$ cat config.mk
export PLATFORM = sky130hd
export DESIGN_NAME = apb_bridge_arbiter
export DESIGN_NICKNAME = d
export VERILOG_FILES = /design/src/rtl/apb_bridge_arbiter.sv
export SDC_FILE = /design/constraint.sdc
export NUM_CORES = 1
export LEC_CHECK = 0
export CAP_MARGIN = 25
export CORE_MARGIN = 2
export CORE_UTILIZATION = 44
export CTS_CLUSTER_SIZE = 16
export DETAILED_ROUTE_END_ITERATION = 7
export PLACE_DENSITY = 0.95
export SLEW_MARGIN = 15
export SYNTH_ARGS = -nofsm -noshare
export SYNTH_HDL_FRONTEND = slang
export SYNTH_SLANG_ARGS = --single-unit
$ cat constraint.sdc
create_clock -name hclk -period 3.9 [get_ports hclk]
set_input_delay 0.585 -clock hclk [delete_from_list [all_inputs] [get_ports hclk]]
set_output_delay 0.585 -clock hclk [all_outputs]
set_load 0.05 [all_outputs]
$ cat src/rtl/apb_bridge_arbiter.sv
// apb_bridge_arbiter: round-robin arbiter for two requesters (m0 = CPU, m1 = DMA)
// that sequences one NONSEQ address phase and one data phase per transfer
// into the AHB slave port of the AHB-to-APB bridge.
//
// Ports
//   hclk, hresetn        clock (rising edge), async active-low reset
//   mN_req/write/addr/wdata  requester N transfer request, held until mN_done
//   mN_gnt               requester N owns the bridge (ADDR and DATA phases)
//   mN_done/mN_rdata     1-cycle completion pulse and read data to requester N
//   err                  valid with mN_done: hresp error or timeout
//   hselapb/htrans/haddr/hwrite/hwdata  AHB-side request to the bridge
//   hready/hresp/hrdata  AHB-side response from the bridge
//
// Optional feature: define APB_ARB_TIMEOUT_EN to abort a transfer after
// TIMEOUT_CYCLES hready-low cycles (done with err=1, rdata=0).
module apb_bridge_arbiter #(
   parameter int AW             = 32,
   parameter int DW             = 32,
   parameter int TIMEOUT_CYCLES = 16
) (
   input  logic          hclk,
   input  logic          hresetn,
   input  logic          m0_req,
   input  logic          m0_write,
   input  logic [AW-1:0] m0_addr,
   input  logic [DW-1:0] m0_wdata,
   output logic          m0_gnt,
   output logic          m0_done,
   output logic [DW-1:0] m0_rdata,
   input  logic          m1_req,
   input  logic          m1_write,
   input  logic [AW-1:0] m1_addr,
   input  logic [DW-1:0] m1_wdata,
   output logic          m1_gnt,
   output logic          m1_done,
   output logic [DW-1:0] m1_rdata,
   output logic          err,
   output logic          hselapb,
   output logic [1:0]    htrans,
   output logic [AW-1:0] haddr,
   output logic          hwrite,
   output logic [DW-1:0] hwdata,
   input  logic          hready,
   input  logic          hresp,
   input  logic [DW-1:0] hrdata
);

   typedef enum logic [1:0] {
      IDLE = 2'd0,
      ADDR = 2'd1,
      DATA = 2'd2
   } state_t;

   state_t state;
   state_t state_nxt;

   logic          rr_last;
   logic          any_req;
   logic          win;
   logic          take;
   logic          finish;
   logic          abort;
   logic          tmo_hit;
   logic [AW-1:0] addr_q;
   logic          write_q;
   logic [DW-1:0] wdata_q;

   // On a tie the requester that did not win last time gets the bus;
   // rr_last resets to 1 so m0 wins the first tie.
   assign any_req = m0_req | m1_req;
   assign win     = (m0_req & m1_req) ? ~rr_last : m1_req;

`ifdef APB_ARB_TIMEOUT_EN
   localparam int CW = $clog2(TIMEOUT_CYCLES + 1);

   logic [CW-1:0] tmo_cnt;

   // Hit on the TIMEOUT_CYCLES-th hready-low cycle of the transfer.
   assign tmo_hit = (state != IDLE) && !hready &&
                    (tmo_cnt == CW'(TIMEOUT_CYCLES - 1));

   always_ff @(posedge hclk or negedge hresetn) begin
      if (!hresetn) begin
         tmo_cnt <= '0;
      end else if (take) begin
         tmo_cnt <= '0;
      end else if ((state != IDLE) && !hready && !tmo_hit) begin
         tmo_cnt <= tmo_cnt + 1'b1;
      end
   end
`else
   assign tmo_hit = 1'b0;
`endif

   always_ff @(posedge hclk or negedge hresetn) begin
      if (!hresetn) begin
         state <= IDLE;
      end else begin
         state <= state_nxt;
      end
   end

   always_comb begin
      state_nxt = state;
      take      = 1'b0;
      finish    = 1'b0;
      abort     = 1'b0;
      unique case (state)
         IDLE: begin
            if (any_req) begin
               take      = 1'b1;
               state_nxt = ADDR;
            end
         end
         ADDR: begin
            if (hready) begin
               state_nxt = DATA;
            end else if (tmo_hit) begin
               abort     = 1'b1;
               state_nxt = IDLE;
            end
         end
         DATA: begin
            if (hready) begin
               finish    = 1'b1;
               state_nxt = IDLE;
            end else if (tmo_hit) begin
               abort     = 1'b1;
               state_nxt = IDLE;
            end
         end
         default: begin
            state_nxt = IDLE;
         end
      endcase
   end

   assign hselapb = (state == ADDR);
   assign htrans  = (state == ADDR) ? 2'b10 : 2'b00;
   assign haddr   = addr_q;
   assign hwrite  = write_q;
   assign hwdata  = wdata_q;

   // The granted requester is identified by m1_gnt while a transfer is
   // in flight, so no separate owner register is kept.
   always_ff @(posedge hclk or negedge hresetn) begin
      if (!hresetn) begin
         rr_last  <= 1'b1;
         addr_q   <= '0;
         write_q  <= 1'b0;
         wdata_q  <= '0;
         m0_gnt   <= 1'b0;
         m1_gnt   <= 1'b0;
         m0_done  <= 1'b0;
         m1_done  <= 1'b0;
         m0_rdata <= '0;
         m1_rdata <= '0;
         err      <= 1'b0;
      end else begin
         m0_done <= 1'b0;
         m1_done <= 1'b0;
         err     <= 1'b0;
         if (take) begin
            rr_last <= win;
            m0_gnt  <= ~win;
            m1_gnt  <= win;
            addr_q  <= win ? m1_addr : m0_addr;
            write_q <= win ? m1_write : m0_write;
            wdata_q <= win ? m1_wdata : m0_wdata;
         end
         if (finish || abort) begin
            m0_gnt <= 1'b0;
            m1_gnt <= 1'b0;
            err    <= abort | hresp;
            if (m1_gnt) begin
               m1_done <= 1'b1;
               if (abort) begin
                  m1_rdata <= '0;
               end else if (!write_q) begin
                  m1_rdata <= hrdata;
               end
            end else begin
               m0_done <= 1'b1;
               if (abort) begin
                  m0_rdata <= '0;
               end else if (!write_q) begin
                  m0_rdata <= hrdata;
               end
            end
         end
      end
   end

endmodule

==> results.tsv, run 1 <==
metric	value	unit
status	finished, final reports clean	
# DRC	0	
area of the multi-input gates	2420	µm²
post-synthesis sequential area ratio	55.9	%
synth warn	0	
WHS	0.0718	ns
Core ar.	13800	µm²
Die Height	122	µm
Max-Slew Margin vs Limit	42.5	%
FFs w/ async S/R, synth	100	%
Leak	0.00415	µW
Slew Limit Fails	0	
CP Launch Type	flip-flop	
Tmin final	3.00	ns
routed len/inst	21.0	µm
Total GRT Usage	26.0	%
Mean Syn Cell Area	13.0	µm²
vias per inst	5.68	
Fillers	959	
Tightest Hold Check Type	in2async	
initial antenna violation count	0	
pwr/cell area	1020	nW/µm²
clock sinks	137	
reg2reg setup slack	1.57	ns
fraction of layout instances using a drive strength above 1	15.4	%
cts repair resizes	0	
Initial DRC Count	289	
Primary FF master, synth	dfrtp_1	
Clock Power Share	15.2	%
final WL	19800	µm
CTS buffer count	17	
Placed Cells	911	
Synth cell types	29	
CTS Hold Bufs	0	
grt total ovfl	0	
Max Cap Violations	0	
Site Rows	43	
r2r startpoint	state[1]	
IO buf count	303	
Arr. time, crit path	2.41	ns
largest net degree at the start of global routing	113	
global-route wire length before repair	29600	µm
Antenna Nets Post-Route	0	
Syn Inst Count	471	
Clock Path Buffers	2	
clock-pin slew on the worst setup and hold paths	0.06	ns
Final Non-Filler Cells	945	
synth-to-layout area growth	59.7	%
Sw Share	47.7	%
commonest cells after routing, fill and taps aside	302 x clkdlybuf4s50_1, 134 x dfrtp_1, 65 x a2111oi_0, 65 x nand2_1, 65 x a2bb2oi_1	
Setup crit end kind	primary output	
Max Clock Skew	0.0110	ns
Register Area	3430	µm²
RR Endpoint	m1_rdata[10]	
synthesized area	6130	µm²
Sequential Power Share	26.8	%
power share of the combinational group	58.0	%
CTS root buf	clkbuf_16	
Setup violations, final	0	
crit path kind	reg2out	
most common cell after layout, fill and taps aside	clkdlybuf4s50_1	
Vias	5372	
crit share post-route	76.9	%
register bit total from synthesis	137	
clock latency at the later pin of the worst-skew pair	0.42	ns
internal power	5240	µW
switching pwr	4770	µW
setup_tns	0	ns
crit-path max FO	32	
Critical Path RT	3.31	ns
H-tree depth	4	
syn nets	639	
n_diodes	0	
CTS tree	done	
GP Congestion	0.862	
highest clock rate	334	MHz
IR drop worst, VDD	0.000669	V
nets	920	
RSZ-0062 raised after global routing	no	
Initial Util	44.5	%
HPWL Detailed	13800	µm
I/O pin cnt	305	
die width	122	µm
Die Area	14900	µm²
vias in the first global route	5473	
worst reg2reg path depth	3	
worst-margin pin slew	0.860	ns
first-pass iteration count of the detailed router	4	
post-CTS setup buffer count	0	
Fin. Hold Viols	0	
Post-synth EDFFs	0	
==> per-layer routing <==
layer  GRT usage [%]  vias to the layer above  routed length (µm)
met1            30.1                     2639                7310
met4            14.4                        0                1020
met5               0                        -                   0
met2            44.7                      305               10100
li1                -                     2360                   -
met3            6.04                       68                1430
==> power by group through the flow <==
stage          registers (µW)  clock network [µW]  logic, µW
2_1_floorplan            4920                   0       1520
3_3_place_gp             2630                   0       5650
3_5_place_dp             2670                   0       5790
4_1_cts                  2670                1550       5810
5_1_grt                  2760                1630       6010
6_report                 2680                1520       5800
==> stage by stage <==
| step | total power [µW] | worst slack, ns | utilization, % | instance area [µm²] |
|---|---|---|---|---|
| 2_1_floorplan | 6440 | 1.45 | - | 6130 |
| 4_1_cts | 10000 | 0.895 | 70.8 | 9750 |
| 3_5_place_dp | 8460 | 0.870 | 66.7 | 9190 |
| 6_report | 10000 | 0.903 | 71.1 | 9800 |
| 5_1_grt | 10400 | 0.813 | 71.1 | 9800 |
| 3_3_place_gp | 8280 | 1.12 | 66.7 | 9190 |
==> synthesized netlist by cell type, drive strengths merged, types with 2 or more instances <==
| master | number | area share [%] |
|---|---|---|
| a2bb2oi | 65 | 9.3 |
| nor3 | 2 | 0.53 |
| nand2 | 65 | 4.0 |
| and2 | 2 | 0.20 |
| buf | 25 | 3.1 |
| a2111oi | 65 | 9.3 |
| mux2 | 64 | 14 |
| nor2 | 3 | 0.18 |
| clkbuf | 27 | 1.7 |
| dfrtp | 136 | 55 |
| inv | 2 | 0.12 |
| nand3b | 2 | 0.65 |
==> kinds of logic after synthesis <==
logic type	count (synthesis)	synth area share, %
DFF	137	55.9
other	1	0.0611
muxes	64	13.6
buffers and inverters	54	4.88
AOI/OAI and AO/OA	138	19.6
and+or+nand+nor	77	6.00
==> flip-flops by register name (all words and copies together) (netlist names) <==
name	cells
m0_gnt	1
m1_rdata	32
state	2
hwrite	1
m0_rdata	32
m0_done	1
m1_done	1
rr_last	1
hwdata	32
err	1
m1_gnt	1
haddr	32
==> critical path, stage by stage, from the launching register on <==
cell and delay [ns]:
dfrtp_2 0.73, nor2b_1 0.39, clkdlybuf4s50_1 0.88
==> worst max-delay path by stage <==
stage	from	cells past startpoint	slack, ns	end
3_5_place_dp	m0_req	5	0.87	haddr[3]
4_1_cts	state[0]	2	0.90	hselapb
3_3_place_gp	m0_req	5	1.12	hwdata[16]
2_1_floorplan	state[0]	4	1.45	htrans[1]
6_report	state[0]	2	0.90	hselapb
5_1_grt	state[0]	2	0.81	hselapb
==> cell type report <==
type | instances | share of cell area [%]
clock inverters | 13 | 1.24
flip-flops and latches | 137 | 35.0
multi-input cells | 280 | 24.7
inverters | 2 | 0.0766
well taps | 180 | 2.30
clock buffers | 19 | 4.52
repair buffers | 314 | 32.1
No activity file was read; power rests on OpenSTA's default activity.
==> inputs of run 2 (changes only) <==
Settings changed: CORE_UTILIZATION 44 to 41, PLACE_DENSITY 0.95 to 0.9.
Clock period 3.9 ns to 2.84 ns, I/O delays scaled along.
==> results.tsv, run 2 (same netlist as run 1, synthesis figures left out) <==
metric	value	unit	change
crit path kind	reg2out		
HPWL Detailed	13700	µm	-0.73%
setup_tns	0	ns	unchanged
Initial Util	42.0	%	-2.5 points
CTS tree	done		
IO buf count	303		unchanged
status	finished, final reports clean		
global-route wire length before repair	31200	µm	+5.4%
grt total ovfl	0		unchanged
clock sinks	137		unchanged
crit-path max FO	8		-75%
largest net degree at the start of global routing	72		-36%
commonest cells after routing, fill and taps aside	302 x clkdlybuf4s50_1, 134 x dfrtp_1, 65 x a2111oi_0, 65 x nand2_1, 65 x a2bb2oi_1		
Max-Slew Margin vs Limit	56.2	%	+14 points
Vias	5292		-1.5%
Total GRT Usage	25.0	%	-1.1 points
Max Clock Skew	0.00783	ns	-0.00320 ns
reg2reg setup slack	0.96	ns	-0.61 ns
CP max stage delay	0.87	ns	about the same
worst reg2reg path depth	4		+1
first-pass iteration count of the detailed router	5		+1
post-CTS setup buffer count	0		unchanged
final WL	19700	µm	-0.53%
I/O pin cnt	305		unchanged
Site Rows	44		+2.3%
vias per inst	5.57		-2.0%
highest clock rate	405	MHz	
cell area after placement	9260	µm²	+0.74%
RSZ-0062 raised after global routing	no		
Fin. Hold Viols	0		unchanged
Arr. time, crit path	2.05	ns	-0.36 ns
Core ar.	14600	µm²	+5.9%
Die Height	126	µm	+3.5%
Tmin final	2.47	ns	
CTS buffer count	17		unchanged
fraction of layout instances using a drive strength above 1	15.4	%	-0.020 points
Setup violations, final	0		unchanged
CP Launch Type	flip-flop		
crit share post-route	87.0	%	
nets	923		+0.33%
clock-pin slew on the worst setup and hold paths	0.06	ns	about the same
RR Endpoint	haddr[22]		
clock latency at the later pin of the worst-skew pair	0.41	ns	about the same
vias in the first global route	5618		+2.6%
GP Congestion	0.802		-6.9%
Tightest Hold Check Type	in2async		
worst path cell trace	nor2b_1 > clkdlybuf4s50_1		
cts repair resizes	0		unchanged
H-tree depth	4		unchanged
Max Cap Violations	0		unchanged
Slew Limit Fails	0		unchanged
die width	126	µm	+3.5%
Antenna Nets Post-Route	0		unchanged
n_diodes	0		unchanged
Initial DRC Count	259		-10%
Setup crit end kind	primary output		
Die Area	16000	µm²	+7.1%
# DRC	0		unchanged
r2r startpoint	rr_last		
initial antenna violation count	0		unchanged
pwr/cell area	1400	nW/µm²	+37%
worst-margin pin slew	0.657	ns	-0.202 ns
CTS Hold Bufs	0		unchanged
Critical Path RT	2.41	ns	-0.90 ns
routed len/inst	20.7	µm	-1.1%
CTS root buf	clkbuf_16		
synth-to-layout area growth	60.4	%	
Leak	0.00417	µW	+0.47%
slowest cell on the critical path	clkdlybuf4s50_1		
most common cell after layout, fill and taps aside	clkdlybuf4s50_1		
fin area	9840	µm²	+0.40%
IR drop worst, VDD	0.000995	V	+49%
Clock Path Buffers	2		unchanged
[run 2: changes by cell type in the layout (fill, tap and decap cells not counted)]
cell and delta:
buf_8 -1, buf_16 -1, clkinv_2 -3, clkbuf_1 +1
bufinv_16 +1, clkinvlp_4 -1, clkbuf_8 +1, buf_4 +3
buf_12 +2, inv_8 -1
[run 2: area by class of cell]
cell class,instances,area [µm²]
Fill cell,996,4750
Sequential cell,137,3430
Timing Repair Buffer,317,3160
Multi-Input combinational cell,280,2420
Clock buffer,21,460
Tap cell,184,230
Clock inverter,9,118
Inverter,2,7.51
[run 2: how the worst max path moves through the flow]
stage               cells past startpoint      endpoint  startpoint
finish                                  2       hselapb    state[1]
global route                            2       hselapb    state[1]
detailed placement                      5     haddr[22]      m0_req
global placement                        5  m1_rdata[16]      hready
CTS                                     2       hselapb    state[1]
floorplan                               4     htrans[1]    state[0]
[run 2: stage by stage]
step           instances  total power, µW  setup slack (ns)  hold WS [ns]  util (%)
6_report             950            13800             0.369       0.00536      67.4
3_3_place_gp         920            11400             0.519         0.464      63.5
2_1_floorplan        471             8840             0.545         0.130         -
5_1_grt              950            14300             0.326        0.0413      67.4
4_1_cts              950            13900             0.337        0.0237      67.4
3_5_place_dp         920            11600             0.383         0.477      63.5
[run 2: metal layers]
layer / up-vias / track usage (%) / routed length (µm) / share of wire [%]
li1: 2372 / - / - / -
met1: 2609 / 30.6 / 7690 / 39
met2: 266 / 42.0 / 10000 / 51
met3: 45 / 6.24 / 1300 / 6.6
met4: 0 / 11.1 / 699 / 3.5
met5: - / 0 / 0 / 0
[run 2: where the power goes]
group	switching, µW	internal, µW
registers	650	2940
logic	5040	3020
clock network	815	1340
[run 2: worst max-delay path, delay by kind of cell (launching register included)]
family / cells / cell delay (ns)
buffers and inverters: 1 / 0.87
AND/OR/NAND/NOR: 1 / 0.29
flip-flops: 1 / 0.48
==> inputs of run 3 (changes only) <==
Settings changed: SETUP_SLACK_MARGIN from default to 0.4, SLEW_MARGIN 15 to 5.
==> results.tsv, run 3 (same netlist as run 1, synthesis figures left out) <==
metric	value	unit	change
Arr. time, crit path	1.80	ns	-0.25 ns
nets	923		unchanged
Setup violations, final	0		unchanged
first-pass iteration count of the detailed router	5		unchanged
crit share post-route	78.3	%	-8.7 points
highest clock rate	450	MHz	+11%
# DRC	0		unchanged
global-route wire length before repair	31200	µm	about the same
Setup crit end kind	primary output		
vias per inst	5.57		unchanged
CTS tree	done		
clock-pin slew on the worst setup and hold paths	0.06	ns	about the same
H-tree depth	4		unchanged
Tmin final	2.22	ns	-0.247 ns
Layout Utilization	67.4	%	about the same
clock latency at the later pin of the worst-skew pair	0.41	ns	about the same
Sequential Power Share	26.0	%	about the same
final setup margin	0.616	ns	+0.247 ns
die width	126	µm	unchanged
CP Depth	1		-1
met2 usage	42.0	%	about the same
Fillers	997		+0.10%
met1 Track Usage GR	30.6	%	unchanged
crit path kind	reg2out		
Initial DRC Count	259		unchanged
power share of the combinational group	58.4	%	about the same
crit path from	m1_gnt		
clock sinks	137		unchanged
Slew Limit Fails	0		unchanged
final WL	19700	µm	about the same
HPWL Detailed	13700	µm	unchanged
initial antenna violation count	0		unchanged
delay-heaviest family, CP	buffers and inverters		
Register Area	3430	µm²	unchanged
switching pwr	6510	µW	about the same
Critical Path RT	2.41	ns	about the same
n_diodes	0		unchanged
GRT busiest layer	met2		
Core ar.	14600	µm²	unchanged
worst path cell trace	clkdlybuf4s50_1		
synth-to-layout area growth	60.3	%	about the same
reg2reg setup slack	0.96	ns	about the same
worst path buffer plus inverter count	1		unchanged
setup_tns	0	ns	unchanged
Initial Util	42.0	%	unchanged
worst-margin pin slew	0.657	ns	unchanged
vias in the first global route	5620		+0.036%
Die Height	126	µm	unchanged
commonest cells after routing, fill and taps aside	300 x clkdlybuf4s50_1, 134 x dfrtp_1, 65 x a2111oi_0, 65 x nand2_1, 65 x a2bb2oi_1		
GP Congestion	0.802		unchanged
Tightest Hold Check Type	in2async		
IO buf count	303		unchanged
Max-Slew Margin vs Limit	56.2	%	unchanged
Leak	0.00418	µW	+0.12%
Antenna Nets Post-Route	0		unchanged
slowest cell on the critical path	clkdlybuf4s50_1		
r2r startpoint	rr_last		
pre-CTS setup slack	0.383	ns	unchanged
I/O pin cnt	305		unchanged
worst reg2reg path depth	4		unchanged
fraction of layout instances using a drive strength above 1	15.4	%	unchanged
CP Launch Type	flip-flop		
Max Clock Skew	0.00783	ns	unchanged
CTS Hold Bufs	0		unchanged
Clock Path Buffers	2		unchanged
Sw Share	47.2	%	about the same
Site Rows	44		unchanged
IR drop worst, VDD	0.000995	V	unchanged
CP max stage delay	0.89	ns	+0.02 ns
crit-path max FO	6		-2
Die Area	16000	µm²	unchanged
RSZ-0062 raised after global routing	no		
status	finished, final reports clean		
pwr/cell area	1400	nW/µm²	about the same
largest net degree at the start of global routing	72		unchanged
Vias	5292		unchanged
Setup crit end	m1_gnt		
CTS buffer count	17		unchanged
CTS root buf	clkbuf_16		
internal power	7280	µW	-0.16%
Total GRT Usage	25.0	%	about the same
RR Endpoint	haddr[22]		
most common cell after layout, fill and taps aside	clkdlybuf4s50_1		
met3 usage	6.24	%	unchanged
Fin. Hold Viols	0		unchanged
routed len/inst	20.7	µm	about the same
area of the multi-input gates	2420	µm²	unchanged
grt total ovfl	0		unchanged
Max Cap Violations	0		unchanged
Clock Power Share	15.6	%	about the same
==> run 3: power groups by stage <==
stage / Clock [µW] / Sequential [µW] / Combinational, µW
final: 2150 / 3590 / 8050
after global routing: 2300 / 3700 / 8340
after CTS: 2200 / 3590 / 8080
after detailed placement: 0 / 3580 / 8050
after global placement: 0 / 3520 / 7900
after floorplan: 0 / 6750 / 2090
==> run 3: how the worst min path moves through the flow <==
stage	slack, ns	endpoint	startpoint
after detailed placement	0.48	m1_rdata[6]	hresetn
after global routing	0.04	m1_rdata[6]	hresetn
after CTS	0.02	m1_rdata[6]	hresetn
after floorplan	0.13	err	hresetn
final	0.005	m1_rdata[6]	hresetn
after global placement	0.46	m0_rdata[1]	hresetn
==> run 3: routing by layer <==
layer,wire length (µm),share of wire [%]
met2,10000,51
met3,1300,6.6
met5,0,0
met4,699,3.5
met1,7690,39
==> run 3: stage by stage <==
step / hold slack, ns / area (µm²) / cells / power (µW)
after global routing: 0.0413 / 9830 / 950 / 14300
after global placement: 0.464 / 9260 / 920 / 11400
after CTS: 0.0237 / 9830 / 950 / 13900
after detailed placement: 0.477 / 9260 / 920 / 11600
after floorplan: 0.130 / 6130 / 471 / 8840
final: 0.00536 / 9830 / 950 / 13800
==> run 3: repair_timing <==
item | 4_1_cts | 5_1_grt
setup buffers | 0 | 0
gates resized for setup | 2 | 0
endpoints found under the setup margin | 2 | 0
==> run 3: cell type report <==
cell class                      instances  area share [%]
Sequential cell                       137            34.9
Multi-Input combinational cell        280            24.6
Timing Repair Buffer                  317            32.2
Clock buffer                           21            4.68
Inverter                                2          0.0763
Clock inverter                          9            1.20
Tap cell                              184            2.34
